<file path="src/rtl/yc_token_driver.sv">
// rtl/yc_token_driver.sv - drives a word bit-serially as dual-rail tokens to a ycfsm cell and collects its answers
//
// Ports:
//   clk, reset            single clock, asynchronous active-high reset
//   s_valid/s_ready       word offer handshake; s_data and s_match latched on accept
//   s_data, s_match       WIDTH-bit words, sent LSB first on in_tok / match_tok
//   in_tok, match_tok     2-bit tokens to the cell (00 empty, 01 V0, 10 V1)
//   out_tok               2-bit token from the cell, asynchronous to clk
//   r_valid/r_ready       result handshake; r_data holds the captured out_tok bits
//   err                   sticky fault flag (timeout or illegal code), cleared only by reset
module yc_token_driver #(
  parameter int WIDTH   = 8,
  parameter int TIMEOUT = 255
) (
  input  logic             clk,
  input  logic             reset,
  input  logic             s_valid,
  output logic             s_ready,
  input  logic [WIDTH-1:0] s_data,
  input  logic [WIDTH-1:0] s_match,
  output logic [1:0]       in_tok,
  output logic [1:0]       match_tok,
  input  logic [1:0]       out_tok,
  output logic             r_valid,
  input  logic             r_ready,
  output logic [WIDTH-1:0] r_data,
  output logic             err
);

  localparam int IW = (WIDTH > 1) ? $clog2(WIDTH) : 1;
  localparam int CW = $clog2(TIMEOUT);
  localparam logic [IW-1:0] LAST_IDX = IW'(WIDTH - 1);
  localparam logic [CW-1:0] CNT_MAX  = CW'(TIMEOUT - 1);

  localparam logic [1:0] TOK_E   = 2'b00;
  localparam logic [1:0] TOK_V0  = 2'b01;
  localparam logic [1:0] TOK_V1  = 2'b10;
  localparam logic [1:0] TOK_BAD = 2'b11;

  typedef enum logic [2:0] {
    ST_IDLE,
    ST_DRIVE,
    ST_WAIT_VAL,
    ST_WAIT_EMPTY,
    ST_DONE,
    ST_ERR
  } state_t;

  state_t           state;
  logic [1:0]       sync1, sync2, sync3;
  logic [WIDTH-1:0] data_q, match_q;
  logic [IW-1:0]    idx;
  logic [CW-1:0]    cnt;

  logic stable, got_val, got_empty, illegal, timeout, go_err;

  function automatic logic [1:0] enc_bit(input logic b);
    return b ? TOK_V1 : TOK_V0;
  endfunction

  // A code only counts once it has survived two consecutive samples past the
  // synchronizer, so single-cycle glitches on out_tok never reach the FSM.
  always_comb begin
    stable    = (sync2 == sync3);
    got_val   = stable && ((sync3 == TOK_V0) || (sync3 == TOK_V1));
    got_empty = stable && (sync3 == TOK_E);
    illegal   = stable && (sync3 == TOK_BAD) && (state != ST_IDLE) && (state != ST_ERR);
    timeout   = (cnt == CNT_MAX) &&
                (((state == ST_WAIT_VAL) && !got_val) ||
                 ((state == ST_WAIT_EMPTY) && !got_empty));
    go_err    = illegal || timeout;
  end

  always_ff @(posedge clk or posedge reset) begin
    if (reset) begin
      state     <= ST_IDLE;
      sync1     <= TOK_E;
      sync2     <= TOK_E;
      sync3     <= TOK_E;
      data_q    <= '0;
      match_q   <= '0;
      idx       <= '0;
      cnt       <= '0;
      in_tok    <= TOK_E;
      match_tok <= TOK_E;
      s_ready   <= 1'b0;
      r_valid   <= 1'b0;
      r_data    <= '0;
      err       <= 1'b0;
    end else begin
      sync1 <= out_tok;
      sync2 <= sync1;
      sync3 <= sync2;

      if (go_err || (state == ST_ERR)) begin
        state     <= ST_ERR;
        err       <= 1'b1;
        in_tok    <= TOK_E;
        match_tok <= TOK_E;
        s_ready   <= 1'b0;
        r_valid   <= 1'b0;
      end else begin
        case (state)
          ST_IDLE: begin
            if (s_valid && s_ready) begin
              data_q  <= s_data;
              match_q <= s_match;
              idx     <= '0;
              s_ready <= 1'b0;
              state   <= ST_DRIVE;
            end else begin
              s_ready <= 1'b1;
            end
          end

          // Both tokens leave Vempty on the same edge.
          ST_DRIVE: begin
            in_tok    <= enc_bit(data_q[idx]);
            match_tok <= enc_bit(match_q[idx]);
            cnt       <= '0;
            state     <= ST_WAIT_VAL;
          end

          ST_WAIT_VAL: begin
            if (got_val) begin
              r_data[idx] <= (sync3 == TOK_V1);
              in_tok      <= TOK_E;
              match_tok   <= TOK_E;
              cnt         <= '0;
              state       <= ST_WAIT_EMPTY;
            end else begin
              cnt <= cnt + 1'b1;
            end
          end

          // The next bit is only driven once the cell has returned to empty.
          ST_WAIT_EMPTY: begin
            if (got_empty) begin
              if (idx == LAST_IDX) begin
                r_valid <= 1'b1;
                state   <= ST_DONE;
              end else begin
                idx   <= idx + 1'b1;
                state <= ST_DRIVE;
              end
            end else begin
              cnt <= cnt + 1'b1;
            end
          end

          ST_DONE: begin
            if (r_ready) begin
              r_valid <= 1'b0;
              s_ready <= 1'b1;
              state   <= ST_IDLE;
            end
          end

          default: state <= ST_ERR;
        endcase
      end
    end
  end

endmodule

</file>
<file path="config.mk">
export PLATFORM = sky130hd
export DESIGN_NAME = yc_token_driver
export DESIGN_NICKNAME = d
export VERILOG_FILES = /design/src/rtl/yc_token_driver.sv
export SDC_FILE = /design/constraint.sdc
export NUM_CORES = 1
export LEC_CHECK = 0
export ABC_AREA = 0
export CAP_MARGIN = 0
export CORE_MARGIN = 2
export CORE_UTILIZATION = 40
export CTS_BUF_LIST = sky130_fd_sc_hd__clkbuf_8 sky130_fd_sc_hd__clkbuf_16
export DETAILED_ROUTE_END_ITERATION = 10
export DONT_BUFFER_PORTS = 1
export PLACE_DENSITY = 0.62
export SLEW_MARGIN = 20
export SYNTH_ARGS = -nofsm -noshare
export SYNTH_HDL_FRONTEND = slang
export SYNTH_SLANG_ARGS = --single-unit
</file>
<file path="constraint.sdc">
create_clock -name clk -period 2.5 [get_ports clk]
set_input_delay 0.5 -clock clk [delete_from_list [all_inputs] [get_ports clk]]
set_output_delay 0.5 -clock clk [all_outputs]
set_load 0.03 [all_outputs]
</file>
==> summary.txt, run 1 <==
full die area: 7240 um^2
Final Hold Fails: 0
met1 usage in global routing: 19.4%
Cells after Synth: 226
Reg2Reg Setup Slack: 190 ps
CTS clk-pin slew, worst paths: 90 ps
worst path required time: 2690 ps
Primary FF master, synth: dfrtp_1
setup bufs post-CTS: 0
Inserted Diodes: 0
GRT Total Usage: 15.0%
sequential area share after synthesis: 48.5%
CP cell instances: inv_1, ha_1, nor2b_4, nand3_1, or4_4, nor3b_2, mux2_1
Setup crit end kind: flop
fmax: 433 MHz
CTS tree: done
share of cells above drive strength 1: 26.9%
met2 global-route usage: 24.6%
fin crit share: 92.4%
initial DRC count: 56
Netlist Area Pre-Place: 2630 um^2
post-route cell area: 2850 um^2
minimum clock period: 2310 ps
Reg-to-Reg Start: sync3[0]
Core Region: 6350 um^2
DR vias/cell: 5.71
CTS Hold Bufs: 0
post-synth net total: 255
EDFF count, synth: 0
vias in the first global route: 1792
Post-DP Area: 2750 um^2
Cell Rows: 29
H-tree Lvls: 2
clk buf depth: 2
Die Height: 85.1 um
# setup viols final: 0
Hold Startpoint: out_tok[1]
Syn-to-layout area delta: 8.47%
post-synth top area cell: dfrtp_1
Clock Latency Late Sink: 310 ps
overall power: 1.35 mW
Fill cells: 594
M3 GR Usage: 3.40%
root buffer cell: clkbuf_8
outcome: complete, no violations
Worst path max stage delay: 550 ps
Setup TNS Final: 0 ps
# DRC: 0
Setup Skew: 8.86 ps
commonest cells after routing, fill and taps aside: dfrtp_1, mux2_2, nor2_1
placed wire-length estimate: 3.61 mm
Yosys top cell area share: 48.5%
Pre-antenna DRT Iters: 4
TritonCTS Sinks: 51
Worst-Margin Slew: 632 ps
largest net degree at the start of global routing: 52
slowest stage cell, crit path: or4_4
CP Class: reg2reg
HP Class: in2reg
pwr dens: 475 nW/um^2
# IOs: 37
CP Max Fanout: 4
global route overflow: 0
Unique masters post-synth: 53
GRT Max-Usage Layer: met2
flops & latches, synth: 51
Mapped Avg Cell Area: 11.6 um^2
unrepaired setup endpoints after global routing: false
nature of the critical path startpoint: flop
wire per inst: 16.3 um
CTS buffer count: 5
ys async rst share: 100%
RD Place Congestion: 0.836
vias: 1776
initial antenna violation count: 0
Initial Utilization: 41.4%
number of max-cap violations: 0
IO Port Bufs: 0
CP Data Arrival Time: 2500 ps
final wirelength: 5.06 mm
# nets final: 262
Leak Pwr: 1.24 nW
ranking of synthesized cells by area: dfrtp_1, mux2_2, ha_1
Slew Viols, Final: 0
Die X: 85.1 um
Slew HR: 57.8%
commonest non-fill, non-tap cell in the layout: dfrtp_1
first-pass GRT wire length: 8.67 mm
hold slack: 216 ps
remaining antenna violation count: 0
Max VDD drop: 0.000314 V
Post-CTS Resized: 0
yosys synthesis warning count: 0
Setup crit start: sync3[0]
## final timing paths
kind	to	cells past startpoint
min in group asynchronous	cnt[0]	2
worst max register to register	r_data[2]	7
worst min-delay path	sync1[1]	0
worst min register to register	sync2[1]	0
worst max-delay path	r_data[2]	7
max in group asynchronous	sync3[1]	2
## per-stage QoR
stage	worst slack, ps	instances	util, %
final	191	311	44.9
after floorplan	280	226	-
after global routing	60.5	311	44.9
after detailed placement	128	303	43.3
after CTS	85.0	311	44.7
after global placement	179	303	43.3
## where the power goes
part / switching, mW / internal [mW]
clock: 0.278 / 0.197
sequential: 0.00467 / 0.829
combinational: 0.0322 / 0.0121
total: 0.315 / 1.04
## sequential cells by signal, summed over array words and instances (netlist names), 3 cells and up
signal   count
cnt          8
data_q       8
state        3
r_data       8
idx          3
match_q      8
## layout make-up
| class | count | area (um^2) | area share (%) |
|---|---|---|---|
| Timing Repair Buffer | 11 | 82.6 | 2.89 |
| Sequential cell | 51 | 1280 | 44.8 |
| Tap cell | 77 | 96.3 | 3.38 |
| Clock buffer | 5 | 68.8 | 2.41 |
| Multi-Input combinational cell | 155 | 1270 | 44.6 |
| Inverter | 9 | 33.8 | 1.18 |
| Clock inverter | 3 | 20.0 | 0.702 |
## synthesized netlist by cell type, drive strengths merged (5+ instances only)
cell type / count
dfrtp: 51
mux2: 27
nor2: 12
nand2: 11
inv: 9
buf: 7
ha: 7
a21oi: 6
nand3: 6
nand3b: 5
nand4: 5
nor3: 5
o31ai: 5
or3: 5
## metal layers
layer  vias to the layer above  part of all wire (%)
met5                         -                     0
met3                         4                   4.5
met1                       873                    44
li1                        859                     -
met4                         0                   1.4
met2                        40                    50
## critical path, delay by kind of cell, from the launching register on
kind                       cells  cell delay (ps)
muxes                          1              330
and+or+nand+nor                4             1050
buffers and inverters          1               90
adders and majority gates      1              320
DFF                            1              420
## logic make-up after synthesis
logic type	count (synthesis)	synth area share (%)
AOI/OAI and AO/OA	46	13.0
xor gates and xnor gates	2	1.24
adders and majority gates	7	3.33
buffers and inverters	20	3.43
DFF	51	48.5
muxes	31	14.0
and+or+nand+nor	69	16.4
(Power assumes the default switching activity.)
==> run 2, diff against run 1 <==
CORE_UTILIZATION = 60   (was 40)
PLACE_DENSITY = 0.84   (was 0.62)
==> run 2 against run 1 <==
Clock power is 22% higher. Utilization up 22 points. Worst hold slack worse by 90 ps. Fmax down 3.4%. Combinational power is 1% higher. Critical endpoint is now idx[0]. Critical path depth is 1 higher. Total power grew 7.7%. Clock skew down 3.9 ps. Non-clock buffer count up 1. Design area rose by 0.22%. Critical path type unchanged. Setup slack got worse by 82 ps.
==> summary.txt, run 2 (synthesis gave the netlist of run 1 again) <==
root buffer cell: clkbuf_8
global route overflow: 0 (unchanged)
commonest non-fill, non-tap cell in the layout: dfrtp_1
# DRC: 0 (unchanged)
largest net degree at the start of global routing: 30 (-42%)
Inserted Diodes: 0 (unchanged)
Comb pwr share: 3.1% (-0.2 points)
pwr dens: 510 nW/um^2 (+7.5%)
Setup Skew: 4.91 ps (-3.94 ps)
CTS buffer count: 5 (unchanged)
CTS tree: done
overall power: 1.46 mW (+7.7%)
GRT Total Usage: 22.6% (+7.6 points)
fmax: 418 MHz (-3.4%)
Setup TNS Final: 0 ps (unchanged)
placed wire-length estimate: 3.89 mm (+7.9%)
clock share of power: 39.7% (+4.6 points)
Fill cells: 307 (-48%)
remaining antenna violation count: 0 (unchanged)
Pre-antenna DRT Iters: 4 (unchanged)
Worst-Margin Slew: 564 ps (-68.6 ps)
Clock Latency Late Sink: 300 ps (about the same)
wire per inst: 17.9 um (+10%)
full die area: 4930 um^2 (-32%)
H-tree Lvls: 2 (unchanged)
Syn-to-layout area delta: 8.71%
Final Hold Fails: 0 (unchanged)
switch share: 20.1% (-3.1 points)
vias in the first global route: 1797 (+0.28%)
Die Height: 70.2 um (-17%)
CP Data Arrival Time: 2580 ps (+80 ps)
Leak Pwr: 1.26 nW (+2.0%)
initial antenna violation count: 0 (unchanged)
initial DRC count: 119 (+110%)
# IOs: 37 (unchanged)
multi-input logic area: 1280 um^2 (+0.20%)
RD Place Congestion: 0.872 (+4.4%)
Cell Rows: 24 (-17%)
# nets final: 263 (+0.38%)
sequential cell area: 1280 um^2 (about the same)
Core Region: 4290 um^2 (-32%)
Setup crit end kind: flop
hold slack: 125 ps (-90.5 ps)
# setup viols final: 0 (unchanged)
minimum clock period: 2390 ps (+82.2 ps)
Psw: 0.293 mW (-6.9%)
internal power: 1.16 mW (+12%)
unrepaired setup endpoints after global routing: false
slowest stage cell, crit path: dfrtp_1
commonest cells after routing, fill and taps aside: dfrtp_1, mux2_2, nor2_1, buf_4, nand2_1
final wirelength: 5.14 mm (+1.7%)
first-pass GRT wire length: 8.70 mm (+0.39%)
HP Class: in2async
Worst path max stage delay: 420 ps (-130 ps)
DR vias/cell: 6.32 (+11%)
Initial Utilization: 61.2% (+20 points)
post-route cell area: 2860 um^2 (+0.22%)
clk buf depth: 2 (unchanged)
worst path required time: 2690 ps (about the same)
vias: 1814 (+2.1%)
nature of the critical path startpoint: flop
share of cells above drive strength 1: 27.7% (+0.74 points)
Post-DP Area: 2730 um^2 (-0.86%)
Slew Viols, Final: 0 (unchanged)
CTS clk-pin slew, worst paths: 90 ps (about the same)
Die X: 70.2 um (-17%)
share of power burned in registers: 57.2% (-4.4 points)
CP Class: reg2reg
fin crit share: 95.7% (+3.3 points)
outcome: complete, no violations
TritonCTS Sinks: 51 (unchanged)
IO Port Bufs: 0 (unchanged)
Max VDD drop: 0.000370 V (+18%)
CP Max Fanout: 6 (+2)
Slew HR: 62.4% (+4.5 points)
CP cell instances: inv_1, ha_1, nor2b_2, a31o_2, nor4b_4, buf_4, nor4b_2, mux2_2
number of max-cap violations: 0 (unchanged)
-- run 2: path summary, 6_finish.rpt --
check / start / endpoint / slack, ps / depth (start not counted)
setup / recovery: sync3[0] / idx[0] / 110 / 8
hold / removal: reset / match_tok[1] / 130 / 1
setup reg to reg: sync3[0] / idx[0] / 110 / 8
hold reg to reg: sync1[0] / sync2[0] / 350 / 0
max in group asynchronous: reset / r_data[2] / 1800 / 2
min in group clk: out_tok[1] / sync1[1] / 220 / 0
-- run 2: layer usage --
| metal | up-vias | global-route usage, % | part of all wire (%) |
|---|---|---|---|
| met5 | - | 0 | 0 |
| met4 | 0 | 7.91 | 2.1 |
| met3 | 12 | 5.05 | 3.3 |
| met2 | 40 | 38.5 | 52 |
| met1 | 905 | 28.6 | 43 |
| li1 | 857 | - | - |
-- run 2: cell type report --
| type | instances | area share (%) |
|---|---|---|
| timing repair buffer | 12 | 3.15 |
| multi-input combinational | 155 | 44.6 |
| tap | 52 | 2.28 |
| clock inverter | 2 | 1.23 |
| inverter | 9 | 1.18 |
| sequential | 51 | 44.6 |
| clock buffer | 6 | 2.89 |
-- run 2: what timing repair did --
item / CTS / global route
hold buffers: 0 / 0
buffers inserted: 0 / 0
endpoints found under the setup margin: 0 / 5
resized for setup: 0 / 3
-- run 2: power groups by stage --
stage	combinational [mW]	clock, mW	sequential [mW]
6_report	0.0449	0.579	0.834
3_3_place_gp	0.0443	0	0.850
5_1_grt	0.0514	0.640	0.835
4_1_cts	0.0460	0.593	0.834
2_1_floorplan	0.0326	0	0.849
3_5_place_dp	0.0454	0	0.850
-- run 2: per-stage QoR --
stage / setup WS [ps] / instances / utilization [%]
2_1_floorplan: 280 / 226 / -
3_3_place_gp: 190 / 279 / 63.5
3_5_place_dp: 118 / 279 / 63.5
4_1_cts: 100 / 287 / 66.3
5_1_grt: 36.0 / 287 / 66.6
6_report: 109 / 287 / 66.6
-- run 2: critical path: cells and delay by family, from the launching register on --
kind	cells	cell delay, ps
muxes	1	280
DFF	1	420
and+or+nand+nor	3	670
AOI/OAI and AO/OA	1	300
adders and majority gates	1	300
buffers and inverters	2	330
==> run 3, diff against run 2 <==
--- a/config.mk
+++ b/config.mk
@@ -14,4 +14,5 @@
 export DONT_BUFFER_PORTS = 1
 export PLACE_DENSITY = 0.84
+export RECOVER_POWER = 100
 export SLEW_MARGIN = 20
 export SYNTH_ARGS = -nofsm -noshare
==> constraint.sdc (replaced) <==
create_clock -name clk -period 2.9 [get_ports clk]
set_input_delay 0.58 -clock clk [delete_from_list [all_inputs] [get_ports clk]]
set_output_delay 0.58 -clock clk [all_outputs]
set_load 0.01 [all_outputs]
==> run 3 against run 2 <==
The flow now finishes with violations (capacitance limit, slew limit). Largest cell class unchanged. Die area did not move. Global-route usage fell by 0.16 points. Sequential share of layout area rose by 2.2 points. Wire length fell by 0.54%. First-iteration DRC count fell by 4.2%.
==> summary.txt, run 3 (synthesis gave the netlist of run 1 again) <==
Worst Hold End: sync1[1]
CP Max Fanout: 4 (-2)
CTS Hold Bufs: 0 (unchanged)
initial DRC count: 114 (-4.2%)
hold depth: 0
Reg-to-Reg Start: sync3[1]
# nets final: 253 (-3.8%)
IO Port Bufs: 0 (unchanged)
Hold Startpoint: out_tok[1]
Post-Place Worst Slack: 473 ps (+354 ps)
Clock Latency Late Sink: 310 ps (about the same)
Die Height: 70.2 um (unchanged)
Cell Rows: 24 (unchanged)
met1 usage in global routing: 28.6% (unchanged)
remaining antenna violation count: 0 (unchanged)
RD Place Congestion: 0.856 (-1.9%)
CP cell instances: inv_1, ha_1, nor2b_1, nand3_1, or4_1, nor3b_1, mux2_1
M3 GR Usage: 6.06% (+1.0 points)
Slew Viols, Final: 52 (+52)
wire per inst: 18.5 um (+3.0%)
met2 global-route usage: 37.4% (-1.2 points)
share of cells above drive strength 1: 18.7% (-9.0 points)
commonest cells after routing, fill and taps aside: dfrtp_1, mux2_2, nor2_1
CP Data Arrival Time: 2750 ps (+170 ps)
clk buf depth: 2 (unchanged)
Reg2Reg Capture Point: r_data[2]
nature of the critical path startpoint: flop
Initial Utilization: 61.2% (unchanged)
vias in the first global route: 1780 (-0.95%)
Core Region: 4290 um^2 (unchanged)
placed wire-length estimate: 3.61 mm (-7.4%)
Setup crit end kind: flop
Cells after DPL: 269 (-3.6%)
global route overflow: 0 (unchanged)
internal power: 1.00 mW (-14%)
Inserted Diodes: 0 (unchanged)
Slew HR: -23.1% (-85 points)
unrepaired setup endpoints after global routing: false
commonest non-fill, non-tap cell in the layout: dfrtp_1
CTS buffer count: 5 (unchanged)
switch share: 20.8% (+0.73 points)
Final Hold Fails: 0 (unchanged)
Worst-Margin Slew: 1840 ps (+1280 ps)
final cell count without fillers: 277 (-3.5%)
CP Class: reg2reg
final wirelength: 5.11 mm (-0.54%)
CTS tree: done
post-route cell area: 2720 um^2 (-4.7%)
GRT Max-Usage Layer: met2
first-pass GRT wire length: 8.63 mm (-0.79%)
pwr dens: 465 nW/um^2 (-8.8%)
Psw: 0.264 mW (-10%)
root buffer cell: clkbuf_8
outcome: complete, but fails checks
fin crit share: 88.0% (-7.7 points)
TritonCTS Sinks: 51 (unchanged)
Reg2Reg Depth: 7 (-1)
Comb pwr share: 2.8% (-0.3 points)
Setup Skew: 10.7 ps (+5.77 ps)
failing checks: capacitance limit, slew limit
DR vias/cell: 6.53 (+3.4%)
Setup TNS Final: 0 ps (unchanged)
share of power burned in registers: 56.8% (-0.4 points)
CTS clk-pin slew, worst paths: 90 ps (about the same)
slowest stage cell, crit path: or4_1
HP Class: in2reg
# DRC: 0 (unchanged)
# setup viols final: 0 (unchanged)
Post-DP Area: 2650 um^2 (-2.8%)
H-tree Lvls: 2 (unchanged)
Max VDD drop: 0.000361 V (-2.5%)
largest net degree at the start of global routing: 52 (+73%)
Die X: 70.2 um (unchanged)
minimum clock period: 2550 ps (+160 ps)
Final Util: 63.4% (-3.1 points)
worst path required time: 3100 ps (+410 ps)
GRT Total Usage: 22.5% (-0.16 points)
initial antenna violation count: 0 (unchanged)
Pre-antenna DRT Iters: 4 (unchanged)
full die area: 4930 um^2 (unchanged)
Post-CTS Resized: 0 (unchanged)
setup bufs post-CTS: 0 (unchanged)
Worst path max stage delay: 580 ps (+160 ps)
number of max-cap violations: 1 (+1)
Reg2Reg Setup Slack: 350 ps (+240 ps)
Leak Pwr: 1.19 nW (-5.5%)
fmax: 392 MHz (-6.3%)
# IOs: 37 (unchanged)
Syn-to-layout area delta: 3.57%
clock share of power: 40.4% (+0.7 points)
vias: 1810 (-0.22%)
worst setup margin: 349 ps (+240 ps)
run 3: cell count changes in the layout (fill, tap and decap cells not counted), moves of 2 or more:
cell / change
buf_4: -12
clkbuf_1: +2
nor3b_1: +2
nor3b_2: -2
run 3: metal layers:
layer | up-vias | routed length (um)
met5 | - | 0
met4 | 0 | 102
met3 | 10 | 215
met2 | 54 | 2630
met1 | 905 | 2160
li1 | 841 | -
run 3: worst max path at each step:
stage,start,end,slack (ps),cells after the start
final,sync3[1],r_data[2],350,7
after global routing,sync3[0],r_data[2],190,7
after CTS,sync3[1],cnt[3],470,7
after detailed placement,sync3[0],cnt[3],470,7
after global placement,sync3[0],cnt[5],530,7
after floorplan,sync3[0],r_data[2],680,7
run 3: per-stage QoR:
stage,power (mW),hold WS (ps)
after floorplan,0.760,331
after global placement,0.768,340
after detailed placement,0.770,351
after CTS,1.27,286
after global routing,1.31,276
final,1.27,289
run 3: critical path: cells and delay by family (launching register included):
family	cells	cell delay, ps
adders and majority gates	1	280
muxes	1	350
and+or+nand+nor	4	1290
buffers and inverters	1	70
DFF	1	450
run 3: final cells by class:
cell class	count	area [um^2]
timing repair buffer	2	7.51
sequential	51	1280
clock buffer	6	82.6
clock inverter	2	35.0
tap	52	65.1
multi-input combinational	155	1220
inverter	9	33.8
fill	347	1570
run 3: power groups by stage:
stage	Combinational (mW)	Sequential (mW)	Clock, mW
after floorplan	0.0281	0.732	0
after global placement	0.0355	0.733	0
after detailed placement	0.0366	0.733	0
after CTS	0.0370	0.719	0.518
after global routing	0.0423	0.720	0.543
final	0.0360	0.719	0.512
